[config.mk]
export PLATFORM = sky130hd
export DESIGN_NAME = color_remap_pipe_flat
export DESIGN_NICKNAME = d
export VERILOG_FILES = /design/src/rtl/color_remap_pkg.sv /design/src/rtl/color_remap_pipe_if.sv /design/src/rtl/color_remap_pipe_channel_sel.sv /design/src/rtl/color_remap_pipe.sv /design/src/flat_wrapper.sv
export SDC_FILE = /design/constraint.sdc
export NUM_CORES = 1
export LEC_CHECK = 0
export BUFFER_PORTS_ARGS = -buffer_cell sky130_fd_sc_hd__buf_2
export CORE_MARGIN = 2
export CORE_UTILIZATION = 40
export CTS_CLUSTER_SIZE = 25
export DETAILED_ROUTE_END_ITERATION = 8
export PLACE_DENSITY_LB_ADDON = 0.2
export SETUP_SLACK_MARGIN = 0.02
export SLEW_MARGIN = 30
export SYNTH_ARGS = -nofsm -noshare
export SYNTH_HDL_FRONTEND = slang
export SYNTH_HIERARCHICAL = 1
export SYNTH_SLANG_ARGS = --single-unit
export TNS_END_PERCENT = 1
[constraint.sdc]
create_clock -name clk -period 2.6 [get_ports clk]
set_input_delay 0.52 -clock clk [delete_from_list [all_inputs] [get_ports clk]]
set_output_delay 0.52 -clock clk [all_outputs]
set_load 0.005 [all_outputs]
[src/rtl/color_remap_pkg.sv]
// Select-code offsets (relative to the channel count) and the identity-config builder for the colour remapper.
package color_remap_pkg;

    localparam int SEL_ZERO  = 0;
    localparam int SEL_ONES  = 1;
    localparam int SEL_INV   = 2;
    localparam int MAX_CFG_W = 256;

    // Channel k selects k; channel 0 occupies the most significant code slice.
    function automatic logic [MAX_CFG_W-1:0] identity_cfg(input int n_ch, input int sel_w);
        logic [MAX_CFG_W-1:0] r;
        r = '0;
        for (int k = 0; k < n_ch; k++) begin
            for (int b = 0; b < sel_w; b++) begin
                r[(n_ch-1-k)*sel_w + b] = k[b];
            end
        end
        return r;
    endfunction

endpackage

[src/rtl/color_remap_pipe_if.sv]
// Pixel stream interface: input beat and output beat, each with valid/ready.
interface color_remap_pipe_if #(
    parameter int CH_W = 8,
    parameter int N_CH = 3
);
    logic                 in_valid;
    logic                 in_ready;
    logic [N_CH*CH_W-1:0] in_pixel;
    logic                 in_sof;
    logic                 out_valid;
    logic                 out_ready;
    logic [N_CH*CH_W-1:0] out_pixel;
    logic                 out_sof;

    modport master (
        output in_valid, in_pixel, in_sof, out_ready,
        input  in_ready, out_valid, out_pixel, out_sof
    );

    modport slave (
        input  in_valid, in_pixel, in_sof, out_ready,
        output in_ready, out_valid, out_pixel, out_sof
    );
endinterface

[src/rtl/color_remap_pipe_channel_sel.sv]
// Combinational source mux for one output channel; no latency, no flow control.
// The own-channel inversion code is only built when COLOR_REMAP_INVERT_EN is defined.
module channel_sel
    import color_remap_pkg::*;
#(
    parameter int CH_W  = 8,
    parameter int N_CH  = 3,
    parameter int SEL_W = 4,
    parameter int K     = 0
) (
    input  logic [SEL_W-1:0]     sel,
    input  logic [N_CH*CH_W-1:0] pixel,
    output logic [CH_W-1:0]      ch
);

    localparam int CODE_ZERO = N_CH + SEL_ZERO;
    localparam int CODE_ONES = N_CH + SEL_ONES;
    localparam int CODE_INV  = N_CH + SEL_INV;

    always_comb begin
        ch = '0;
        if (int'(sel) < N_CH) begin
            ch = pixel[(N_CH-1-int'(sel))*CH_W +: CH_W];
        end else if (int'(sel) == CODE_ZERO) begin
            ch = '0;
        end else if (int'(sel) == CODE_ONES) begin
            ch = '1;
        end else if (int'(sel) == CODE_INV) begin
`ifdef COLOR_REMAP_INVERT_EN
            ch = ~pixel[(N_CH-1-K)*CH_W +: CH_W];
`else
            ch = '0;
`endif
        end
    end

endmodule

[src/rtl/color_remap_pipe.sv]
// Per-channel colour remap, one-cycle registered, in_ready = !out_valid || out_ready; config switches only on sof.
// Optional own-channel inversion code via COLOR_REMAP_INVERT_EN.
module color_remap_pipe
    import color_remap_pkg::*;
#(
    parameter int CH_W  = 8,
    parameter int N_CH  = 3,
    parameter int SEL_W = 4
) (
    input  logic                  clk,
    input  logic                  rst,
    input  logic [N_CH*SEL_W-1:0] cfg_sel,
    input  logic                  cfg_load,
    output logic                  cfg_pending,
    color_remap_pipe_if.slave     px
);

    localparam int CFG_W = N_CH * SEL_W;
    localparam int PIX_W = N_CH * CH_W;
    localparam logic [MAX_CFG_W-1:0] ID_FULL = identity_cfg(N_CH, SEL_W);
    localparam logic [CFG_W-1:0]     ID_CFG  = ID_FULL[CFG_W-1:0];

    logic [CFG_W-1:0] active_cfg;
    logic [CFG_W-1:0] pend_cfg;
    logic [CFG_W-1:0] use_cfg;
    logic [PIX_W-1:0] mapped;
    logic             accept;
    logic             sof_acc;

    assign px.in_ready = !px.out_valid || px.out_ready;
    assign accept      = px.in_valid && px.in_ready;
    assign sof_acc     = accept && px.in_sof;

    // A same-cycle load beats the pending register so the sof beat sees the freshest codes.
    always_comb begin
        use_cfg = active_cfg;
        if (sof_acc) begin
            if (cfg_load) begin
                use_cfg = cfg_sel;
            end else if (cfg_pending) begin
                use_cfg = pend_cfg;
            end
        end
    end

    for (genvar k = 0; k < N_CH; k++) begin : g_ch
        channel_sel #(
            .CH_W  (CH_W),
            .N_CH  (N_CH),
            .SEL_W (SEL_W),
            .K     (k)
        ) u_sel (
            .sel   (use_cfg[(N_CH-1-k)*SEL_W +: SEL_W]),
            .pixel (px.in_pixel),
            .ch    (mapped[(N_CH-1-k)*CH_W +: CH_W])
        );
    end

    always_ff @(posedge clk or posedge rst) begin
        if (rst) begin
            active_cfg  <= ID_CFG;
            pend_cfg    <= ID_CFG;
            cfg_pending <= 1'b0;
        end else begin
            if (cfg_load) begin
                pend_cfg <= cfg_sel;
            end
            if (sof_acc) begin
                active_cfg  <= use_cfg;
                cfg_pending <= 1'b0;
            end else if (cfg_load) begin
                cfg_pending <= 1'b1;
            end
        end
    end

    always_ff @(posedge clk or posedge rst) begin
        if (rst) begin
            px.out_valid <= 1'b0;
            px.out_pixel <= '0;
            px.out_sof   <= 1'b0;
        end else if (accept) begin
            px.out_valid <= 1'b1;
            px.out_pixel <= mapped;
            px.out_sof   <= px.in_sof;
        end else if (px.out_ready) begin
            px.out_valid <= 1'b0;
        end
    end

endmodule

[src/flat_wrapper.sv]
// flat-port wrapper written by rule: the top's interface ports become plain ports
module color_remap_pipe_flat import color_remap_pkg::*;
#(
    parameter int CH_W  = 8,
    parameter int N_CH  = 3,
    parameter int SEL_W = 4
)
  (clk, rst, cfg_sel, cfg_load, cfg_pending, px_in_valid, px_in_pixel, px_in_sof, px_out_ready, px_in_ready, px_out_valid, px_out_pixel, px_out_sof);
  color_remap_pipe_if #(.CH_W(CH_W), .N_CH(N_CH)) px_i ();
  input  logic clk;
  input  logic rst;
  input  logic [N_CH*SEL_W-1:0] cfg_sel;
  input  logic cfg_load;
  output logic cfg_pending;
  input wire logic [$bits(px_i.in_valid)-1:0] px_in_valid;
  input wire logic [$bits(px_i.in_pixel)-1:0] px_in_pixel;
  input wire logic [$bits(px_i.in_sof)-1:0] px_in_sof;
  input wire logic [$bits(px_i.out_ready)-1:0] px_out_ready;
  output wire logic [$bits(px_i.in_ready)-1:0] px_in_ready;
  output wire logic [$bits(px_i.out_valid)-1:0] px_out_valid;
  output wire logic [$bits(px_i.out_pixel)-1:0] px_out_pixel;
  output wire logic [$bits(px_i.out_sof)-1:0] px_out_sof;
  assign px_i.in_valid = px_in_valid;
  assign px_i.in_pixel = px_in_pixel;
  assign px_i.in_sof = px_in_sof;
  assign px_i.out_ready = px_out_ready;
  assign px_in_ready = px_i.in_ready;
  assign px_out_valid = px_i.out_valid;
  assign px_out_pixel = px_i.out_pixel;
  assign px_out_sof = px_i.out_sof;
  color_remap_pipe #(.CH_W(CH_W), .N_CH(N_CH), .SEL_W(SEL_W)) u_core (.clk(clk), .rst(rst), .cfg_sel(cfg_sel), .cfg_load(cfg_load), .cfg_pending(cfg_pending), .px(px_i));
endmodule
## After elaboration in Yosys (flattened, before gate mapping)

Index checks and enable logic that the tools add are counted.

- Flip-flop bits (word level): 51
- Input port bits: 42
- Output and inout bits: 28
- Logic and storage cells: 43

- Add/subtract/negate cells: 3
- Order comparisons: 3
- Equal/unequal tests: 6
- Shift operators: 3
- Mux-type cells: 16
- Reductions and logical operators: 6

Operators with widths:

| operator | count |
|---|---|
| 8-bit 2-to-1 mux | 9 |
| 24-bit by 8-bit indexed part select with 8-bit output | 3 |
| 12-bit 2-to-1 mux | 3 |
| 2-bit by 4-bit subtractor with 5-bit output, first input constant | 3 |
| 4-bit by 3-bit == test with 1-bit output, second input constant | 3 |
| 4-bit == test, second input constant | 3 |
| 4-bit by 2-bit less-than comparator with 1-bit output, second input constant | 3 |
| 1-bit 2-to-1 mux | 4 |
| 2-bit nonzero test | 2 |
| 1-bit logical AND | 2 |
| 1-bit logical NOT | 1 |
| 1-bit logical OR | 1 |

## Logic depth before layout (Yosys ltp)

Gate-level depths: netlist of the first run.

- Depth in word-level cells: 9
- Depth in mapped cells: 14

## Cells and area by module

The synthesis of the first run kept the hierarchy.

By module, submodules not included:

| module | instances | cells each | area each (um^2) | seq. area each (um^2) |
|---|---|---|---|---|
| color_remap_pipe | 1 | 150 | 2164.6 | 1281.2 |
| channel_sel | 3 | 44 | 316.6 | 0.0 |

## Least setup slack after synthesis of the first run

Ideal clock, no wire load.

- Path kind: input to register
- From: input port cfg_load
- To: register u_core.px.out_pixel[8]
- Arrival: 2.754 ns
- Setup slack: -0.279 ns
- Cell stages on the path: 13
- Cell sequence: buf_2 nor2_1 or3_1 buf_2 buf_6 a32o_1 clkinv_1 ha_1 buf_6 mux2_2 nand2_1 a31oi_1 mux2_2

- Word-level cells in the longest chain between the ends: 6

Ends and longest elaborated chain:

| what | line | text |
|---|---|---|
| start: declaration | flat_wrapper.sv:13 | `input logic cfg_load;` |
| 12-bit 2-to-1 mux * | color_remap_pipe.sv:38 | `if (cfg_load) begin` |
| 12-bit 2-to-1 mux * | color_remap_pipe.sv:37 | `if (sof_acc) begin` |
| via u_core.use_cfg[4] | color_remap_pipe.sv:25 | `logic [CFG_W-1:0] use_cfg;` |
| branches (longest 3 deep; another with 2-bit by 4-bit subtractor with 5-bit output) | - |  |
| 8-bit 2-to-1 mux * | color_remap_pipe_channel_sel.sv:22 | `if (int'(sel) < N_CH) begin` |
| via u_core.mapped[8] | color_remap_pipe.sv:26 | `logic [PIX_W-1:0] mapped;` |
| end signal: assignment | color_remap_pipe.sv:84 | `px.out_pixel <= mapped;` |
| end: declaration | color_remap_pipe_if.sv:22 | `output in_ready, out_valid, out_pixel, out_sof` |

Mark *: on every way through the listed nets, which the timed path passes.
A chain may end at the register's enable or synchronous reset.

## Worst setup path in the final report of the first run

- From: register u_core.px.out_valid
- To: register u_core.px.out_pixel[22]

- Word-level cells in the longest chain between the ends: 9

Ends and longest elaborated chain:

| what | line | text |
|---|---|---|
| start: declaration | color_remap_pipe_if.sv:22 |  |
| start signal: assignment | color_remap_pipe.sv:79 | `px.out_valid <= 1'b0;` |
| start signal: assignment | color_remap_pipe.sv:83 | `px.out_valid <= 1'b1;` |
| start signal: assignment | color_remap_pipe.sv:87 | `px.out_valid <= 1'b0;` |
| 1-bit logical NOT * | color_remap_pipe.sv:30 | `assign px.in_ready = !px.out_valid \|\| px.out_ready;` |
| 1-bit logical OR * | color_remap_pipe.sv:30 |  |
| 1-bit logical AND * | color_remap_pipe.sv:31 | `assign accept = px.in_valid && px.in_ready;` |
| 1-bit logical AND * | color_remap_pipe.sv:32 | `assign sof_acc = accept && px.in_sof;` |
| 12-bit 2-to-1 mux * | color_remap_pipe.sv:37 |  |
| via u_core.use_cfg[9] | color_remap_pipe.sv:25 |  |
| branches (longest 3 deep; another with 2-bit by 4-bit subtractor with 5-bit output) | - |  |
| 8-bit 2-to-1 mux * | color_remap_pipe_channel_sel.sv:22 |  |
| via u_core.mapped[22] | color_remap_pipe.sv:26 |  |

Marks and branches as above.

==> results of run 1 <==
placed cells by master (no fill, tap or decap), drive strengths merged, types with 5 or more instances in the layout:
master and instances:
dfrtp 47, buf 111, nand2 51, a31oi 24, mux2 61, clkbuf 6
a21o 11, inv 6, ha 9, a32o 20, clkinv 5
worst max path at each step:
stage                                          from                             endpoint  slack, ns  depth (start not counted)
finish              u_core/px.out_valid$_DFFE_PP0P_  u_core/px.out_pixel[22]$_DFFE_PP0P_       0.07                         13
global route        u_core/px.out_valid$_DFFE_PP0P_  u_core/px.out_pixel[16]$_DFFE_PP0P_     -0.007                         13
CTS                 u_core/px.out_valid$_DFFE_PP0P_  u_core/px.out_pixel[21]$_DFFE_PP0P_       0.01                         12
detailed placement                         cfg_load   u_core/px.out_pixel[7]$_DFFE_PP0P_      -0.28                         11
global placement                           cfg_load   u_core/px.out_pixel[7]$_DFFE_PP0P_      -0.26                         11
floorplan                                  cfg_load  u_core/px.out_pixel[18]$_DFFE_PP0P_      -0.11                         14
worst max-delay path: stages (launching register included):
cell	delay, ns
dfrtp_1	0.39
nor2b_4	0.13
buf_6	0.12
nor2_4	0.10
buf_6	0.13
buf_4	0.12
a32o_2	0.19
inv_2	0.05
ha_4	0.27
buf_4	0.14
mux2_2	0.34
nand2_1	0.07
a31oi_1	0.10
mux2_2	0.28
kinds of logic after synthesis:
family,count (synthesis),share of synthesized area [%]
AOI/OAI and AO/OA,61,15.87
adders and majority gates,9,3.616
buffers and inverters,26,4.820
DFF,51,41.14
muxes,61,22.06
and+or+nand+nor,74,12.50
layout make-up:
class                   count  area (µm²)  area share [%]
multi-input cells         205        1838           44.83
clock buffers               6       72.57           1.770
clock inverters             2       13.76          0.3357
inverters                   9       45.04           1.099
flip-flops and latches     51        1281           31.25
repair buffers            111       721.9           17.61
well taps                 102       127.6           3.113
per-layer routing:
layer	track usage (%)	up-vias	wire length, µm
li1	-	1239	-
met1	24.79	1311	3622
met2	31.62	73	3849
met3	2.876	14	365
met4	6.343	0	167
met5	0	-	0
metrics by stage:
step	cell area (µm²)	power, mW	std cells
floorplan	3192	2.111	282
CTS	3981	3.140	482
detailed placement	3810	2.586	470
global placement	3810	2.558	470
finish	4100	3.212	486
global route	4100	3.431	486
power groups by stage:
stage	Sequential (mW)	Clock [mW]	Combinational, mW
2_1_floorplan	1.14	0	0.968
3_3_place_gp	1.14	0	1.42
3_5_place_dp	1.14	0	1.44
4_1_cts	1.13	0.481	1.53
5_1_grt	1.15	0.515	1.76
6_report	1.13	0.458	1.63
registers in the layout, indices dropped and copies added (netlist names):
| signal | flops |
|---|---|
| u_core/active_cfg | 12 |
| u_core/cfg_pending | 1 |
| u_core/pend_cfg | 12 |
| u_core/px.out_pixel | 24 |
| u_core/px.out_sof | 1 |
| u_core/px.out_valid | 1 |
timing repair:
action | 4_1_cts | 5_1_grt
setup endpoints to repair | 15 | 24
setup buffers | 4 | 4
pin swaps | 3 | 10
hold buffers | 0 | 0
gates cloned | 0 | 0
gates resized for setup | 10 | 21
==> flow_summary.json, run 1 <==
{
  "rows": 32,
  "die-area_um2": 8507,
  "post-dp-hpwl_um": 5887,
  "synthTopCellsByArea": "dfrtp_1, mux2_2, a32o_1",
  "finalSetupViolCount": 0,
  "synth_most_common_cell": "mux2_2",
  "synth_top_area_share_pct": 37.77,
  "drt_drc_violations_left": 0,
  "ir_drop_mv": 0.4012,
  "finalHoldViolCount": 0,
  "synthTopCellsByCount": "mux2_2, nand2_1, dfrtp_1, a31oi_1, a32o_1",
  "tightestPinTransition_ns": 0.6638,
  "slew_headroom_pct": 55.59,
  "critPathKind": "flop to flop",
  "cts_buffer_depth": 2,
  "reg2reg_from": "u_core/px.out_valid$_DFFE_PP0P_",
  "startpoint_type": "flop",
  "wl_per_cell_um": 16.47,
  "intPower_mw": 2.098,
  "outcome": "finished, final reports clean",
  "antenna_cells": 0,
  "start_util_pct": 40.72,
  "crit_required_ns": 2.81,
  "ys_types": 29,
  "cts-root-buf": "clkbuf_8",
  "syn_nets": 333,
  "cts_tree": "done",
  "p_clk_share_pct": 14.3,
  "syn_to_final_growth_pct": 31.66,
  "synth_edf_count": 0,
  "hold_class": "primary input to async pin",
  "grtUsageTotal_pct": 18.82,
  "portBuffers": 69,
  "reg2reg_depth": 13,
  "ant_nets": 0,
  "io_pins": 70,
  "synth_area_leader_cell": "dfrtp_1",
  "slew_violations": 0,
  "setup-tns-final_ns": 0,
  "fmax_mhz": 394.7,
  "switching_share_pct": 34.67,
  "r2r-end": "u_core/px.out_pixel[22]$_DFFE_PP0P_",
  "synth_cells": 282,
  "setup_slack_ns": 0.06667,
  "h-tree-depth": 2,
  "p_seq_share_pct": 35.1,
  "cp_data_arrival_time_ns": 2.74,
  "drtPass1Iterations": 4,
  "gr-total-overflow": 0,
  "core_area_um2": 7647,
  "cts_buffers": 5,
  "rsz0062_at_grt": "true",
  "drive_gt1_share_pct": 56.51,
  "nets": 434,
  "antenna_found_initial": 0,
  "pwr-share-comb_pct": 50.6,
  "globalplace.congestion": 0.8997,
  "die_height_um": 92.24,
  "ys_ff_latch": 51,
  "cts.clk_slew.worst_paths_ns": 0.10,
  "drv_cap": 0,
  "min_period_ns": 2.533,
  "synth_seq_area_share_pct": 41.14,
  "p_leak_nw": 1.996,
  "postSynth.asyncResetShare_pct": 100.0,
  "cts.sinks": 51,
  "fin_crit_sh_pct": 97.44,
  "syn_area_um2": 3114,
  "worstSetupEndpointType": "flop",
  "synth_ff_type": "dfrtp_1",
  "pre_cts_ws_ns": -0.2810,
  "grt_pass1_vias": 2555,
  "synth.avg_cell_area_um2": 11.04,
  "clock_latency_ns": 0.31,
  "grt_max_degree": 29,
  "viasPerCell": 5.426,
  "rrSetupSlack_ns": 0.07,
  "worst_clock_skew_ns": 0.01420,
  "crit_path_max_fanout": 7,
  "die_w_um": 92.24,
  "drt_iter0_markers": 82,
  "hold_ws_ns": 0.2921,
  "final_util_pct": 53.62,
  "nFillCells": 716,
  "grt_pass1_wl_um": 12680,
  "synth_warnings": 6,
  "power.switching_mw": 1.114,
  "num_vias": 2637,
  "p_per_area_nw_per_um2": 783.4,
  "wirelength_um": 8005
}
No activity file was read; power rests on OpenSTA's default activity.
==> inputs of run 2 (changes only) <==
CTS_BUF_LIST = sky130_fd_sc_hd__clkbuf_8   (was not set)
==> run 2 against run 1 <==
Net effect:
- clock skew about the same
- cell count unchanged
- via count about the same
- wire length about the same
- clock power down 0.9%
- sequential share of layout area unchanged
- worst hold slack about the same
- design area unchanged
- global-route usage unchanged
- fmax about the same
- highest routed layer unchanged
==> flow_summary.json, run 2 (synthesis gave the netlist of run 1 again) <==
{
  "hold_ws_ns": 0.2922,
  "startpoint_type": "flop",
  "cts-root-buf": "clkbuf_8",
  "setup-tns-final_ns": 0,
  "cts_hold_buf": 0,
  "min_period_ns": 2.533,
  "rsz0062_at_grt": "true",
  "post-dp-hpwl_um": 5887,
  "crit_path_max_fanout": 7,
  "viasPerCell": 5.428,
  "grt_pass1_vias": 2555,
  "grt_pass1_wl_um": 12680,
  "io_pins": 70,
  "drive_gt1_share_pct": 56.51,
  "finalHoldViolCount": 0,
  "core_area_um2": 7647,
  "largestRegisters": "u_core/px.out_pixel: 24 flops, u_core/active_cfg: 12 flops, u_core/pend_cfg: 12 flops",
  "ir_drop_mv": 0.3977,
  "grt_max_degree": 29,
  "start_util_pct": 40.72,
  "critPathMaxStageDelay_ns": 0.39,
  "placed_cells": 470,
  "rows": 32,
  "portBuffers": 69,
  "fin_area_um2": 4100,
  "p_per_area_nw_per_um2": 782.5,
  "drtPass1Iterations": 4,
  "drt_iter0_markers": 82,
  "cts_tree": "done",
  "wl_per_cell_um": 16.47,
  "fin_crit_sh_pct": 97.42,
  "largest_register_ffs": 24,
  "fmax_mhz": 394.8,
  "num_vias": 2638,
  "antenna_cells": 0,
  "crit_required_ns": 2.81,
  "grtUsageTotal_pct": 18.82,
  "tightestPinTransition_ns": 0.6638,
  "die_height_um": 92.24,
  "cts_buffers": 5,
  "finalSetupViolCount": 0,
  "p_leak_nw": 2.000,
  "clock_latency_ns": 0.31,
  "die_w_um": 92.24,
  "placed_area_um2": 3810,
  "cts_buffer_depth": 2,
  "wirelength_um": 8003,
  "cts.sinks": 51,
  "worst_clock_skew_ns": 0.01447,
  "final_cell_mix": "buf_2, mux2_2, nand2_1, dfrtp_1, buf_4",
  "ant_nets": 0,
  "die-area_um2": 8507,
  "h-tree-depth": 2,
  "syn_to_final_growth_pct": 31.66,
  "drt_drc_violations_left": 0,
  "antenna_found_initial": 0,
  "regMostFlops": "u_core/px.out_pixel",
  "critPathKind": "flop to flop",
  "globalplace.congestion": 0.8997,
  "gr-total-overflow": 0,
  "power_mw": 3.208,
  "hold_class": "primary input to async pin",
  "cp_data_arrival_time_ns": 2.74,
  "worstSetupEndpointType": "flop",
  "fin_cells": 486,
  "slew_violations": 0,
  "crit_slowest_cell": "dfrtp_1",
  "cts.clk_slew.worst_paths_ns": 0.10,
  "final_common_cell": "buf_2",
  "drv_cap": 0,
  "reg2reg_depth": 13,
  "cp_cell_sequence": "nor2b_4, buf_6, nor2_4, buf_6, buf_4, a32o_2, inv_2, ha_4, buf_4, mux2_2, nand2_1, a31oi_1, mux2_2",
  "nets": 434,
  "outcome": "finished, final reports clean",
  "slew_headroom_pct": 55.59
}
[run 2: cell count changes in the layout (fill, tap and decap cells not counted)]
cell / previous run / this run
inv_1: 4 / 5
clkbuf_1: 1 / 0
[run 2: power breakdown]
| group | switching, mW | total, mW | leakage [nW] | internal [mW] |
|---|---|---|---|---|
| clock network | 0.267 | 0.454 | 0.0493 | 0.187 |
| logic | 0.737 | 1.63 | 1.31 | 0.889 |
| registers | 0.109 | 1.13 | 0.636 | 1.02 |
| total | 1.11 | 3.21 | 2.00 | 2.09 |
[run 2: area by class of cell]
class / instances / area (µm²)
inverter: 9 / 45.04
multi-input combinational: 205 / 1838
timing repair buffer: 111 / 721.9
clock buffer: 5 / 68.82
clock inverter: 3 / 17.52
fill: 716 / 3547
tap: 102 / 127.6
sequential: 51 / 1281
[run 2: repair_timing]
action	in CTS	in global routing
pin swaps	3	10
endpoints found under the hold margin	0	0
endpoints found under the setup margin	15	24
resized for setup	10	21
buffers inserted	4	4
[run 2: worst max-delay path: cells and delay by family (launching register included)]
family,cells,cell delay (ns)
multiplexers,2,0.62
buffers and inverters,5,0.56
AO/OA/AOI/OAI,2,0.29
AND/OR/NAND/NOR,3,0.30
flip-flops,1,0.39
adder cells (fa/ha/maj),1,0.27
[run 2: layer usage]
| metal | share of wire [%] | vias up | GRT usage [%] |
|---|---|---|---|
| met5 | 0 | - | 0 |
| met4 | 2.1 | 0 | 6.343 |
| met3 | 4.7 | 14 | 2.876 |
| met2 | 48 | 76 | 31.62 |
| met1 | 45 | 1309 | 24.79 |
| li1 | - | 1239 | - |
[run 2: path summary, 6_finish.rpt]
kind | startpoint | end | slack (ns)
max in group asynchronous | rst | u_core/pend_cfg[0]$_DFFE_PP0P_ | 1.75
hold / removal | rst | u_core/active_cfg[2]$_DFFE_PP0P_ | 0.29
min in group clk | cfg_sel[0] | u_core/pend_cfg[0]$_DFFE_PP0P_ | 0.46
setup reg to reg | u_core/px.out_valid$_DFFE_PP0P_ | u_core/px.out_pixel[22]$_DFFE_PP0P_ | 0.07
hold reg to reg | u_core/px.out_sof$_DFFE_PP0P_ | u_core/px.out_sof$_DFFE_PP0P_ | 0.48
setup / recovery | u_core/px.out_valid$_DFFE_PP0P_ | u_core/px.out_pixel[22]$_DFFE_PP0P_ | 0.07
[run 2: metrics by stage]
step	util [%]	setup slack [ns]
after floorplan	-	-0.1115
after global placement	49.82	-0.2598
after detailed placement	49.82	-0.2810
after CTS	52.06	0.009354
after global routing	53.62	-0.007305
final	53.62	0.06703
==> inputs of run 3 (changes only) <==
ABC_AREA = 1   (was not set)
==> run 3 against run 2 <==
Net effect:
- critical path depth increased by 1
- wire length rose by 1.9%
- count of clock-buffer cells in the layout rose by 1
- via count grew 18%
- synthesized area is 6.3% higher
- sequential share of layout area rose by 1.4 points
- setup slack improved by 0.16 ns
- global-route usage rose by 0.83 points
- die area grew 6.0%
- flip-flop and latch count is the same
- highest routed layer unchanged
==> flow_summary.json, run 3 <==
{
  "fin_cells": 695,
  "num_vias": 3109,
  "tightestPinTransition_ns": 0.4639,
  "syn_to_final_growth_pct": 18.67,
  "critPathKind": "flop to flop",
  "setup-tns-final_ns": 0,
  "switching_share_pct": 38.90,
  "fmax_mhz": 420.9,
  "ant_nets": 0,
  "crit_top_cell": "nand2_1",
  "startpoint_type": "flop",
  "rows": 33,
  "grt_pass1_wl_um": 13870,
  "synth_cells": 513,
  "fin_crit_sh_pct": 91.37,
  "slew_headroom_pct": 69.07,
  "grt_pass1_vias": 2997,
  "cts-root-buf": "clkbuf_8",
  "final_cell_mix": "nand2_1, buf_2, inv_1, dfrtp_1, nand3_1",
  "syn_nets": 564,
  "synth_ff_type": "dfrtp_1",
  "largestRegisters": "u_core/px.out_pixel: 24 flops, u_core/active_cfg: 12 flops, u_core/pend_cfg: 12 flops",
  "intPower_mw": 1.789,
  "die_height_um": 94.98,
  "ys_types": 20,
  "grt_max_degree": 36,
  "synth_area_leader_cell": "nand2_1",
  "ys_ff_latch": 51,
  "die-area_um2": 9020,
  "wl_per_cell_um": 11.73,
  "p_leak_nw": 2.564,
  "antenna_found_initial": 0,
  "worstSetupEndpointType": "flop",
  "placed_cells": 686,
  "synth_seq_area_share_pct": 38.70,
  "p_per_area_nw_per_um2": 745.5,
  "slew_violations": 0,
  "io_pins": 70,
  "drv_cap": 0,
  "fin_area_um2": 3929,
  "h-tree-depth": 2,
  "globalplace.congestion": 0.8390,
  "cts_buffers": 5,
  "ir_drop_mv": 0.3923,
  "placed_area_um2": 3787,
  "cp_num_buf_inv": 3,
  "synth_top_area_share_pct": 35.83,
  "cts.sinks": 51,
  "hold_ws_ns": 0.1677,
  "cts_buffer_depth": 2,
  "regMostFlops": "u_core/px.out_pixel",
  "crit_slowest_cell": "ha_1",
  "hold_class": "primary input to async pin",
  "viasPerCell": 4.473,
  "antenna_cells": 0,
  "crit_required_ns": 2.85,
  "cp_top_family": "simple AND/OR/NAND/NOR gates",
  "gr-total-overflow": 0,
  "cts_tree": "done",
  "p_clk_share_pct": 20.3,
  "synth.avg_cell_area_um2": 6.454,
  "pwr-share-comb_pct": 43.0,
  "cp_data_arrival_time_ns": 2.62,
  "drive_gt1_share_pct": 20.51,
  "drt_iter0_markers": 219,
  "p_seq_share_pct": 36.8,
  "rrSetupSlack_ns": 0.22,
  "final_util_pct": 48.30,
  "crit_path_max_fanout": 10,
  "outcome": "finished, final reports clean",
  "finalSetupViolCount": 0,
  "wirelength_um": 8153,
  "clock_latency_ns": 0.30,
  "synth_most_common_cell": "nand2_1",
  "critPathMaxStageDelay_ns": 0.46,
  "min_period_ns": 2.376,
  "core_area_um2": 8134,
  "die_w_um": 94.98,
  "drt_drc_violations_left": 0,
  "portBuffers": 69,
  "synth_warnings": 6,
  "finalHoldViolCount": 0,
  "cts.clk_slew.worst_paths_ns": 0.10,
  "nets": 640,
  "postSynth.asyncResetShare_pct": 100.0,
  "final_common_cell": "nand2_1",
  "start_util_pct": 40.70,
  "rsz0062_at_grt": "false",
  "synth_edf_count": 0,
  "drtPass1Iterations": 4,
  "cts_hold_buf": 0,
  "largest_register_ffs": 24,
  "grtUsageTotal_pct": 19.65,
  "synthTopCellsByArea": "nand2_1, dfrtp_1, inv_1",
  "syn_area_um2": 3311,
  "power.switching_mw": 1.139,
  "worst_clock_skew_ns": 0.008580,
  "cp_cell_sequence": "clkinvlp_4, buf_4, o21ai_0, nand2_1, nand2_1, inv_2, ha_1, nor2_8, nand2_1, nand2_1, nand2_1, nand2_1, nand2_1, nand2_1",
  "synthTopCellsByCount": "nand2_1, inv_1, dfrtp_1, nand3_1, ha_1",
  "post-dp-hpwl_um": 6348
}
## run 3: cell types whose count changed after synthesis, sizes merged, moves of 4 or more
cell	change
a32o	-20
inv	+58
nor2	+10
and2	-4
clkbuf	-6
nand3	+20
nand2	+273
a21o	-11
o21ai	+9
a31oi	-24
mux2	-61
## run 3: layout make-up
type / count / area, µm²
multi-input combinational: 384 / 1700
tap: 105 / 131.4
timing repair buffer: 83 / 450.4
sequential: 51 / 1281
clock inverter: 2 / 38.79
fill: 894 / 4205
inverter: 64 / 244.0
clock buffer: 6 / 82.58
## run 3: per-layer routing
layer | up-vias | global-route usage, % | wire length [µm]
li1 | 1662 | - | -
met1 | 1350 | 27.51 | 3792
met2 | 91 | 31.56 | 3781
met3 | 6 | 2.873 | 485
met4 | 0 | 5.676 | 93
met5 | - | 0 | 0
## run 3: worst paths after layout
kind / start / to / cells past startpoint
max: u_core/cfg_pending$_DFFE_PP0P_ / u_core/px.out_pixel[16]$_DFFE_PP0P_ / 14
min: rst / u_core/px.out_pixel[23]$_DFFE_PP0P_ / 2
max reg2reg: u_core/cfg_pending$_DFFE_PP0P_ / u_core/px.out_pixel[16]$_DFFE_PP0P_ / 14
min reg2reg: u_core/pend_cfg[10]$_DFFE_PP0P_ / u_core/pend_cfg[10]$_DFFE_PP0P_ / 2
max in group asynchronous: rst / u_core/pend_cfg[1]$_DFFE_PP1P_ / 3
min in group clk: cfg_sel[6] / u_core/pend_cfg[6]$_DFFE_PP0P_ / 3
## run 3: kinds of logic after synthesis
group,count (synthesis),synth area share [%]
DFF,51,38.70
adders and majority gates,9,3.401
AOI/OAI and AO/OA,10,1.512
and+or+nand+nor,365,46.18
buffers and inverters,78,10.20
## run 3: power by group through the flow
stage          clock [mW]  sequential, mW  combinational (mW)
3_5_place_dp            0            1.09                1.26
2_1_floorplan           0            1.10               0.851
6_report            0.594            1.08                1.26
4_1_cts             0.615            1.08                1.27
5_1_grt             0.649            1.10                1.46
3_3_place_gp            0            1.09                1.25
## run 3: timing repair
action	CTS	global route
buffers inserted	0	1
gates resized for setup	0	2
setup endpoints to repair	0	19
## run 3: per-stage QoR
step                worst slack [ns]  total power [mW]
floorplan                     0.3823             1.950
global placement             0.05521             2.341
detailed placement           0.05438             2.355
CTS                           0.1469             2.961
global route                 0.04632             3.215
finish                        0.2244             2.929
